File: config.mk
export PLATFORM = sky130hd
export DESIGN_NAME = sinc3_ctrl
export DESIGN_NICKNAME = d
export VERILOG_FILES = /design/src/rtl/sinc3_pkg.sv /design/src/rtl/sinc3_word_fifo.sv /design/src/rtl/sinc3_ctrl.sv
export SDC_FILE = /design/constraint.sdc
export NUM_CORES = 1
export LEC_CHECK = 0
export CAP_MARGIN = 40
export CORE_ASPECT_RATIO = 0.75
export CORE_UTILIZATION = 35
export CTS_BUF_LIST = sky130_fd_sc_hd__clkbuf_4
export CTS_CLUSTER_SIZE = 30
export DETAILED_ROUTE_END_ITERATION = 16
export HOLD_SLACK_MARGIN = 0.08
export PLACE_DENSITY = 0.62
export SLEW_MARGIN = 5
export SYNTH_ARGS = -nofsm -noshare
export SYNTH_HDL_FRONTEND = slang
export SYNTH_SLANG_ARGS = --single-unit
File: constraint.sdc
create_clock -name mclk1 -period 4.9 [get_ports mclk1]
set_input_delay 0.98 -clock mclk1 [delete_from_list [all_inputs] [get_ports mclk1]]
set_output_delay 0.98 -clock mclk1 [all_outputs]
set_load 0.005 [all_outputs]
File: src/rtl/sinc3_pkg.sv
// Shared types and constants for the sinc3 decimation filter controller.
package sinc3_pkg;

  typedef enum logic [1:0] {
    ST_IDLE,
    ST_RST,
    ST_SETTLE,
    ST_RUN
  } state_t;

  localparam logic [1:0] MODE4 = 2'b00;
  localparam logic [1:0] MODE2 = 2'b01;
  localparam logic [1:0] MODE1 = 2'b10;
  localparam logic [1:0] MODE3 = 2'b11;

  localparam int DECIM_SHORT = 256;
  localparam int DECIM_LONG  = 4096;

  localparam int WORD_W = 16;

  // Word period in mclk1 cycles selected by the upper mode bit.
  function automatic int decim_len(input logic [1:0] mode);
    return mode[1] ? DECIM_LONG : DECIM_SHORT;
  endfunction

endpackage

File: src/rtl/sinc3_word_fifo.sv
// Two-entry word FIFO; head register drives the consumer directly.
module sinc3_word_fifo
  import sinc3_pkg::*;
(
  input  logic              mclk1,
  input  logic              reset,
  input  logic              flush,
  input  logic              push,
  input  logic              pop,
  input  logic [WORD_W-1:0] wdata,
  output logic [WORD_W-1:0] rdata,
  output logic              full,
  output logic              empty
);

  logic [WORD_W-1:0] head_q;
  logic [WORD_W-1:0] tail_q;
  logic [1:0]        count_q;
  logic              do_push;
  logic              do_pop;

  // A push into a full buffer still lands when the head leaves in the same cycle.
  assign do_pop  = pop & (count_q != 2'd0);
  assign do_push = push & ((count_q != 2'd2) | do_pop);

  always_ff @(posedge mclk1) begin
    if (reset) begin
      head_q  <= '0;
      tail_q  <= '0;
      count_q <= 2'd0;
    end else if (flush) begin
      count_q <= 2'd0;
    end else begin
      case ({do_push, do_pop})
        2'b10: begin
          if (count_q == 2'd0) head_q <= wdata;
          else                 tail_q <= wdata;
          count_q <= count_q + 2'd1;
        end
        2'b01: begin
          head_q  <= tail_q;
          count_q <= count_q - 2'd1;
        end
        2'b11: begin
          if (count_q == 2'd1) begin
            head_q <= wdata;
          end else begin
            head_q <= tail_q;
            tail_q <= wdata;
          end
        end
        default: ;
      endcase
    end
  end

  assign rdata = head_q;
  assign full  = (count_q == 2'd2);
  assign empty = (count_q == 2'd0);

endmodule

File: src/rtl/sinc3_ctrl.sv
// Sequencer for the sinc3 filter: mode setup, reset hold, settling discard and
// delivery of conversion words through a small valid/ready buffer.
module sinc3_ctrl
  import sinc3_pkg::*;
#(
  parameter int SETTLE_WORDS = 3,
  parameter int RST_CYCLES   = 4
) (
  input  logic              mclk1,
  input  logic              reset,
  input  logic              start,
  input  logic              stop,
  input  logic [1:0]        mode_req,
  output logic [1:0]        filt_mode,
  output logic              filt_reset,
  input  logic              filt_word_clk,
  input  logic [WORD_W-1:0] filt_data,
  output logic [WORD_W-1:0] out_data,
  output logic              out_valid,
  input  logic              out_ready,
  output logic              busy,
  output logic              overrun,
  output logic [15:0]       word_cnt
);

  localparam logic [7:0] RST_LAST    = 8'(RST_CYCLES - 1);
  localparam logic [7:0] SETTLE_LAST = 8'(SETTLE_WORDS - 1);

  state_t     state_q;
  state_t     state_d;
  logic [7:0] rst_cnt_q;
  logic [7:0] settle_cnt_q;
  logic       wclk_q;
  logic       cap_q;
  logic       word_edge;
  logic       start_ok;
  logic       push;
  logic       push_ok;
  logic       fifo_full;
  logic       fifo_empty;

  assign start_ok  = start & ~stop & (state_q == ST_IDLE);
  assign word_edge = filt_word_clk & ~wclk_q & ~filt_reset;
  assign push      = cap_q & (state_q == ST_RUN) & ~stop;
  assign push_ok   = push & (~fifo_full | (out_ready & ~fifo_empty));

  always_comb begin
    state_d = state_q;
    case (state_q)
      ST_IDLE:   if (start_ok) state_d = ST_RST;
      ST_RST:    if (rst_cnt_q == RST_LAST) state_d = ST_SETTLE;
      ST_SETTLE: if (cap_q && settle_cnt_q == SETTLE_LAST) state_d = ST_RUN;
      ST_RUN:    state_d = ST_RUN;
      default:   state_d = ST_IDLE;
    endcase
    if (stop) state_d = ST_IDLE;
  end

  always_ff @(posedge mclk1) begin
    if (reset) begin
      state_q      <= ST_IDLE;
      filt_reset   <= 1'b1;
      filt_mode    <= MODE4;
      rst_cnt_q    <= '0;
      settle_cnt_q <= '0;
    end else begin
      state_q    <= state_d;
      filt_reset <= (state_d == ST_IDLE) || (state_d == ST_RST);
      if (start_ok) filt_mode <= mode_req;
      rst_cnt_q <= (state_q == ST_RST) ? rst_cnt_q + 8'd1 : 8'd0;
      if (start_ok)                              settle_cnt_q <= '0;
      else if (state_q == ST_SETTLE && cap_q)    settle_cnt_q <= settle_cnt_q + 8'd1;
    end
  end

  // The capture strobe lags the word clock edge by a cycle so filt_data has settled.
  always_ff @(posedge mclk1) begin
    if (reset) begin
      wclk_q <= 1'b0;
      cap_q  <= 1'b0;
    end else begin
      wclk_q <= filt_word_clk;
      cap_q  <= word_edge;
    end
  end

  always_ff @(posedge mclk1) begin
    if (reset) begin
      overrun  <= 1'b0;
      word_cnt <= '0;
    end else if (start_ok) begin
      overrun  <= 1'b0;
      word_cnt <= '0;
    end else begin
      if (push && !push_ok) overrun <= 1'b1;
      if (push_ok && word_cnt != 16'hFFFF) word_cnt <= word_cnt + 16'd1;
    end
  end

  sinc3_word_fifo u_fifo (
    .mclk1 (mclk1),
    .reset (reset),
    .flush (start_ok | stop),
    .push  (push),
    .pop   (out_ready),
    .wdata (filt_data),
    .rdata (out_data),
    .full  (fifo_full),
    .empty (fifo_empty)
  );

  assign out_valid = ~fifo_empty;
  assign busy      = (state_q != ST_IDLE);

endmodule
# [Yosys cells after proc, flatten, opt, wreduce, memory -nomap -nowiden]
# Cells that the tools add are included.
[word_totals] regBits=74 output_inout_bits=38 wordCells=84 input_bits=24
[classes] n_eq_ne=16 mux=12 n_reduce_logical=19 bitwise=20 addsub=5
[op_table] cell="two-way mux 16 bit" n=4
[op_table] cell="case mux 16 bit (3 select lines)" n=1
[op_table] cell="case mux 16 bit (2 select lines)" n=1
[op_table] cell="adder 16 x 1 -> 16 bit, second input constant" n=1
[op_table] cell="adder 8 x 1 -> 8 bit, second input constant" n=2
[op_table] cell="equality test 8 x 2 -> 1 bit, second input constant" n=2
[op_table] cell="inequality test 16 bit, second input constant" n=1
[op_table] cell="bitwise AND 1 bit" n=10
[op_table] cell="equality test 2 bit, second input constant" n=5
[op_table] cell="equality test 2 x 1 -> 1 bit, second input constant" n=4
[op_table] cell="two-way mux 2 bit" n=4
[op_table] cell="inequality test 2 bit, second input constant" n=4
[op_table] cell="case mux 2 bit (4 select lines)" n=1
[op_table] cell="nonzero test 2 bit" n=4
[op_table] cell="inverter 1 bit" n=7
[op_table] cell="logical NOT 2 bit" n=3
[op_table] cell="OR reduction 2 bit" n=3
[op_table] cell="logical AND 1 bit" n=4
[op_table] cell="case mux 2 bit (2 select lines)" n=1
[op_table] cell="AND reduction 4 bit" n=1
[op_table] cell="bitwise OR 1 bit" n=3
[op_table] cell="AND reduction 3 bit" n=1
[op_table] cell="nonzero test 3 bit" n=1
[op_table] cell="adder 2 x 1 -> 2 bit, second input constant" n=1
[op_table] cell="other kinds (3)" n=3

# [Logic depth before layout (Yosys ltp)]
[depth] ltp_word=8 mapped_depth=9 depth_no_buf=6

# [Hierarchy]
# From an unflattened synthesis, not the netlist that was laid out.
[unflattened] hier_cells=386 area_unflattened_um2=3498.4
[modules_own_cells] mod="sinc3_ctrl" cells_per_inst=219 area_each_um2=1924.3 instances=1
[modules_own_cells] mod="sinc3_word_fifo" cells_per_inst=167 area_each_um2=1574.0 instances=1

# [Worst setup path before layout]
# Ideal clock, no wire load.
[synth_path] path_kind="in2reg" startpoint="input port stop" endpoint="register u_fifo.tail_q[0]" path_slack_ps=2609 t_required_ps=4772 stages=7 setup_ps=128 arrival_ps=2164 path_cell_list="and4b_1 buf_4 o2111a_1 buf_2 buf_4 mux2i_1 nor2_1"
[synth_via] elab_chain_cells=6
[synth_lines] item="from (decl)" line="sinc3_ctrl.sv:12" text="input logic stop,"
[synth_lines] item="inverter 1 bit" line="sinc3_ctrl.sv:42, sinc3_ctrl.sv:44"
[synth_lines] item="bitwise AND 1 bit (on tied branches)" line="sinc3_ctrl.sv:44, sinc3_ctrl.sv:42"
[synth_lines] item="bitwise AND 1 bit (on tied branches)" line="sinc3_word_fifo.sv:24, sinc3_ctrl.sv:42"
[synth_lines] item="equality test 2 bit / bitwise OR 1 bit (equally long branches)" line="sinc3_word_fifo.sv:34, sinc3_ctrl.sv:103"
[synth_lines] item="inequality test 2 bit (no line), or another cell as far along"
[synth_lines] item="AND reduction 4 bit (no line)"
[synth_lines] item="to (signal assigned)" line="sinc3_word_fifo.sv:37" text="else tail_q <= wdata;"
[synth_lines] item="to (signal assigned)" line="sinc3_word_fifo.sv:49" text="tail_q <= wdata;"
[synth_lines] item="to (decl)" line="sinc3_word_fifo.sv:17" text="logic [WORD_W-1:0] tail_q;"
# Several ways; a longest one is shown, not always the timed one.
# A chain may end at the register's enable or synchronous reset.

# [Final worst setup path]
[layout_path] startpoint="input port stop" endpoint="register word_cnt[6]"
[layout_via] elab_chain_cells=4
[layout_lines] item="inverter 1 bit *" line="sinc3_ctrl.sv:42, sinc3_ctrl.sv:44"
[layout_lines] item="bitwise AND 1 bit (on tied branches)" line="sinc3_ctrl.sv:42, sinc3_ctrl.sv:44"
[layout_lines] item="bitwise AND 1 bit (on tied branches)" line="sinc3_ctrl.sv:42, sinc3_ctrl.sv:45"
[layout_lines] item="OR reduction 2 bit (no line) / logical AND 1 bit (equally long branches)"
[layout_lines] item="to (signal assigned)" line="sinc3_ctrl.sv:96" text="if (push_ok && word_cnt != 16'hFFFF) word_cnt <= word_cnt + 16'd1;"
[layout_lines] item="to (decl)" line="sinc3_ctrl.sv:23" text="output logic [15:0] word_cnt"
# Mark *: on every way between the ends. The rest lies on a longest branch, timed or not.

==> flow_metrics.py <==
metrics = {
    "clocking": {
        "clkTransAtPathRegs_ns": 0.11,
        "cts_hold_buf": 0,
        "clock_sinks": 74,
        "insertion_delay_ns": 0.43,
        "ctsResizeCount": 0,
        "numCtsBuffers": 9,
        "ctsRootBufferMaster": "clkbuf_4",
        "h-tree-depth": 3,
        "postCtsSetupBuffers": 0,
        "clock_path_buffers": 2,
        "cts_tree": "yes",
    },
    "routing": {
        "via_per_inst": 5.12,
        "post_drt_wl_per_cell_um": 13.6,
        "drc": 0,
        "drt_pass1_iterations": 4,
        "drt_iter0_markers": 121,
        "drt-total-wl_um": 7770,
        "drtAntennaViolNets": 0,
        "vias": 2917,
    },
    "cells_and_area": {
        "fin_nets": 468,
        "postLayoutCoreUtil": 0.461,
        "final_cell_mix": "74 x dfxtp_1, 61 x clkdlybuf4s50_1, 43 x nand2_1, 40 x nor2_1, 36 x a21oi_1",
        "num_antenna_cells": 0,
        "final_common_cell": "dfxtp_1",
        "design_area_um2": 4250,
        "area_growth_pct": 25.7,
        "drive_gt1_frac": 0.0656,
    },
    "timing": {
        "final.setup.worst_slack_ns": 2.11,
        "fin_worst_skew_ns": 0.0216,
        "final-setup-viol-count": 0,
        "final.min_clock_period_ns": 2.79,
        "worstMarginPinSlew_ns": 0.770,
        "setup_tns_ns": 0,
        "finalCritPeriodShare": 0.569,
        "finalHoldViolCount": 0,
        "rsz0062_at_grt": "false",
        "max_slew_margin": 0.486,
        "slew_violations": 0,
        "fmax_ghz": 0.359,
    },
    "critical_path": {
        "critPathCaptureType": "register",
        "cp_max_fo": 15,
        "crit_type": "in2reg",
        "r2r_start": "u_fifo.count_q[1]",
        "cp-start-kind": "primary input",
        "cp.arrival_ns": 3.13,
        "crit_path_start": "stop",
        "cp.required_ns": 5.25,
    },
    "min_path": {
        "hold_class": "reg2reg",
        "hold_start": "wclk_q",
    },
    "yosys": {
        "ys_warn_count": 0,
        "ys.flop_type": "dfxtp_1",
        "ys_seq_area_frac": 0.438,
        "ys_async_sr_fraction": 0,
        "synth_nets": 416,
        "syn_avg_cell_area_um2": 8.79,
        "netlist_area_um2": 3380,
        "yosysUniqueCellTypes": 49,
        "netlist_instances": 385,
        "ys_ff_latch": 74,
        "synth_edf_count": 0,
    },
    "global_route": {
        "track_usage": 0.164,
        "grt_pass1_vias": 2642,
        "antenna_found_initial": 0,
        "grt_max_degree": 40,
        "grt_pass1_wl_um": 12800,
        "grt_overflow": 0,
    },
    "floorplanning": {
        "die_x_um": 116,
        "fp.dieArea_um2": 10100,
        "initial_core_util": 0.367,
        "rows": 30,
        "core_area_um2": 9230,
        "die_h_um": 87.2,
        "ios": 62,
    },
    "run": {
        "drv_cap": 0,
    },
    "pwr": {
        "p_total_uw": 1090,
        "p_leak_uw": 0.00140,
        "vdd_drop_max_uv": 154,
        "power_density_nw_per_um2": 257,
    },
    "place": {
        "dp.final_hpwl_um": 5220,
        "dpl_cell_area_um2": 4090,
        "port_buffers": 61,
        "gp_congestion": 0.760,
        "place_ws_ns": 1.72,
    },
    "outcome": {
        "outcome": "finished clean",
    },
}
[kinds of logic after synthesis]
family,count (synthesis),synth area share
AO/OA/AOI/OAI,84,0.170
XOR/XNOR,11,0.0285
adder cells (fa/ha/maj),7,0.0259
buffers and inverters,36,0.0506
flip-flops,74,0.438
multiplexers,18,0.0532
AND/OR/NAND/NOR,155,0.234
[layer usage]
| layer | global-route usage | up-vias | wire (um) |
|---|---|---|---|
| met4 | 0.0543 | 0 | 70 |
| met1 | 0.224 | 1367 | 4010 |
| met5 | 0 | - | 0 |
| met3 | 0.0543 | 6 | 310 |
| met2 | 0.241 | 44 | 3380 |
| li1 | - | 1500 | - |
[power by group]
group	leakage [uW]	switching, uW	internal, uW
Clock	0.0000905	227	214
Sequential	0.000597	1.57	603
Combinational	0.000711	23.6	25.0
[Yosys cell counts, types with 2 or more instances]
library cell | number | area [um^2]
a211oi_1 | 2 | 15.0
a21oi_1 | 36 | 180
a311oi_1 | 16 | 140
a31oi_1 | 3 | 18.8
a41oi_1 | 2 | 17.5
and2_1 | 4 | 25.0
and3_1 | 4 | 25.0
and3b_1 | 3 | 26.3
and4_1 | 3 | 26.3
buf_2 | 11 | 55.1
buf_4 | 4 | 30.0
clkbuf_1 | 10 | 37.5
dfxtp_1 | 74 | 1480
ha_1 | 7 | 87.6
inv_1 | 10 | 37.5
mux2i_1 | 18 | 180
nand2_1 | 43 | 161
nand3_1 | 12 | 60.1
nand3b_1 | 2 | 15.0
nand4_1 | 7 | 43.8
nor2_1 | 40 | 150
nor2b_1 | 3 | 18.8
nor3_1 | 6 | 30.0
nor3b_1 | 2 | 15.0
nor4_1 | 2 | 12.5
o21ai_0 | 6 | 30.0
o31ai_1 | 10 | 75.1
or2_2 | 2 | 12.5
or3_1 | 4 | 25.0
or4_1 | 11 | 82.6
xnor2_1 | 5 | 43.8
xor2_1 | 6 | 52.6
[final cells by class]
class | count | area [um^2]
clock buffers | 10 | 75.1
clock inverters | 6 | 91.3
fillers | 940 | 4980
inverters | 10 | 37.5
multi-input cells | 275 | 1730
flip-flops and latches | 74 | 1480
well taps | 128 | 160
repair buffers | 67 | 676
[sequential cells by signal, indices dropped and copies added (netlist names)]
| signal | cells |
|---|---|
| rst_cnt_q | 8 |
| filt_mode | 2 |
| overrun | 1 |
| u_fifo.count_q | 2 |
| u_fifo.tail_q | 16 |
| wclk_q | 1 |
| cap_q | 1 |
| word_cnt | 16 |
| u_fifo.rdata | 16 |
| state_q | 2 |
| filt_reset | 1 |
| settle_cnt_q | 8 |
[worst max-delay path, stage by stage]
cell	delay, ns
clkdlybuf4s50_1	0.50
and4b_1	0.56
o21ai_1	0.20
buf_4	0.23
or4_1	0.52
a21oi_1	0.15
[per-stage QoR]
stage / cells / hold slack, ns
after floorplan: 385 / 0.373
after global placement: 551 / 0.383
after detailed placement: 554 / 0.379
after CTS: 570 / 0.398
after global routing: 570 / 0.432
final: 570 / 0.400
[final timing paths]
| kind | end | slack [ns] | depth (start not counted) |
|---|---|---|---|
| min | cap_q | 0.40 | 1 |
| min reg2reg | cap_q | 0.40 | 1 |
| max reg2reg | u_fifo.rdata[11] | 2.66 | 7 |
| max | word_cnt[6] | 2.11 | 6 |
Power figures use the tool's default switching activity.
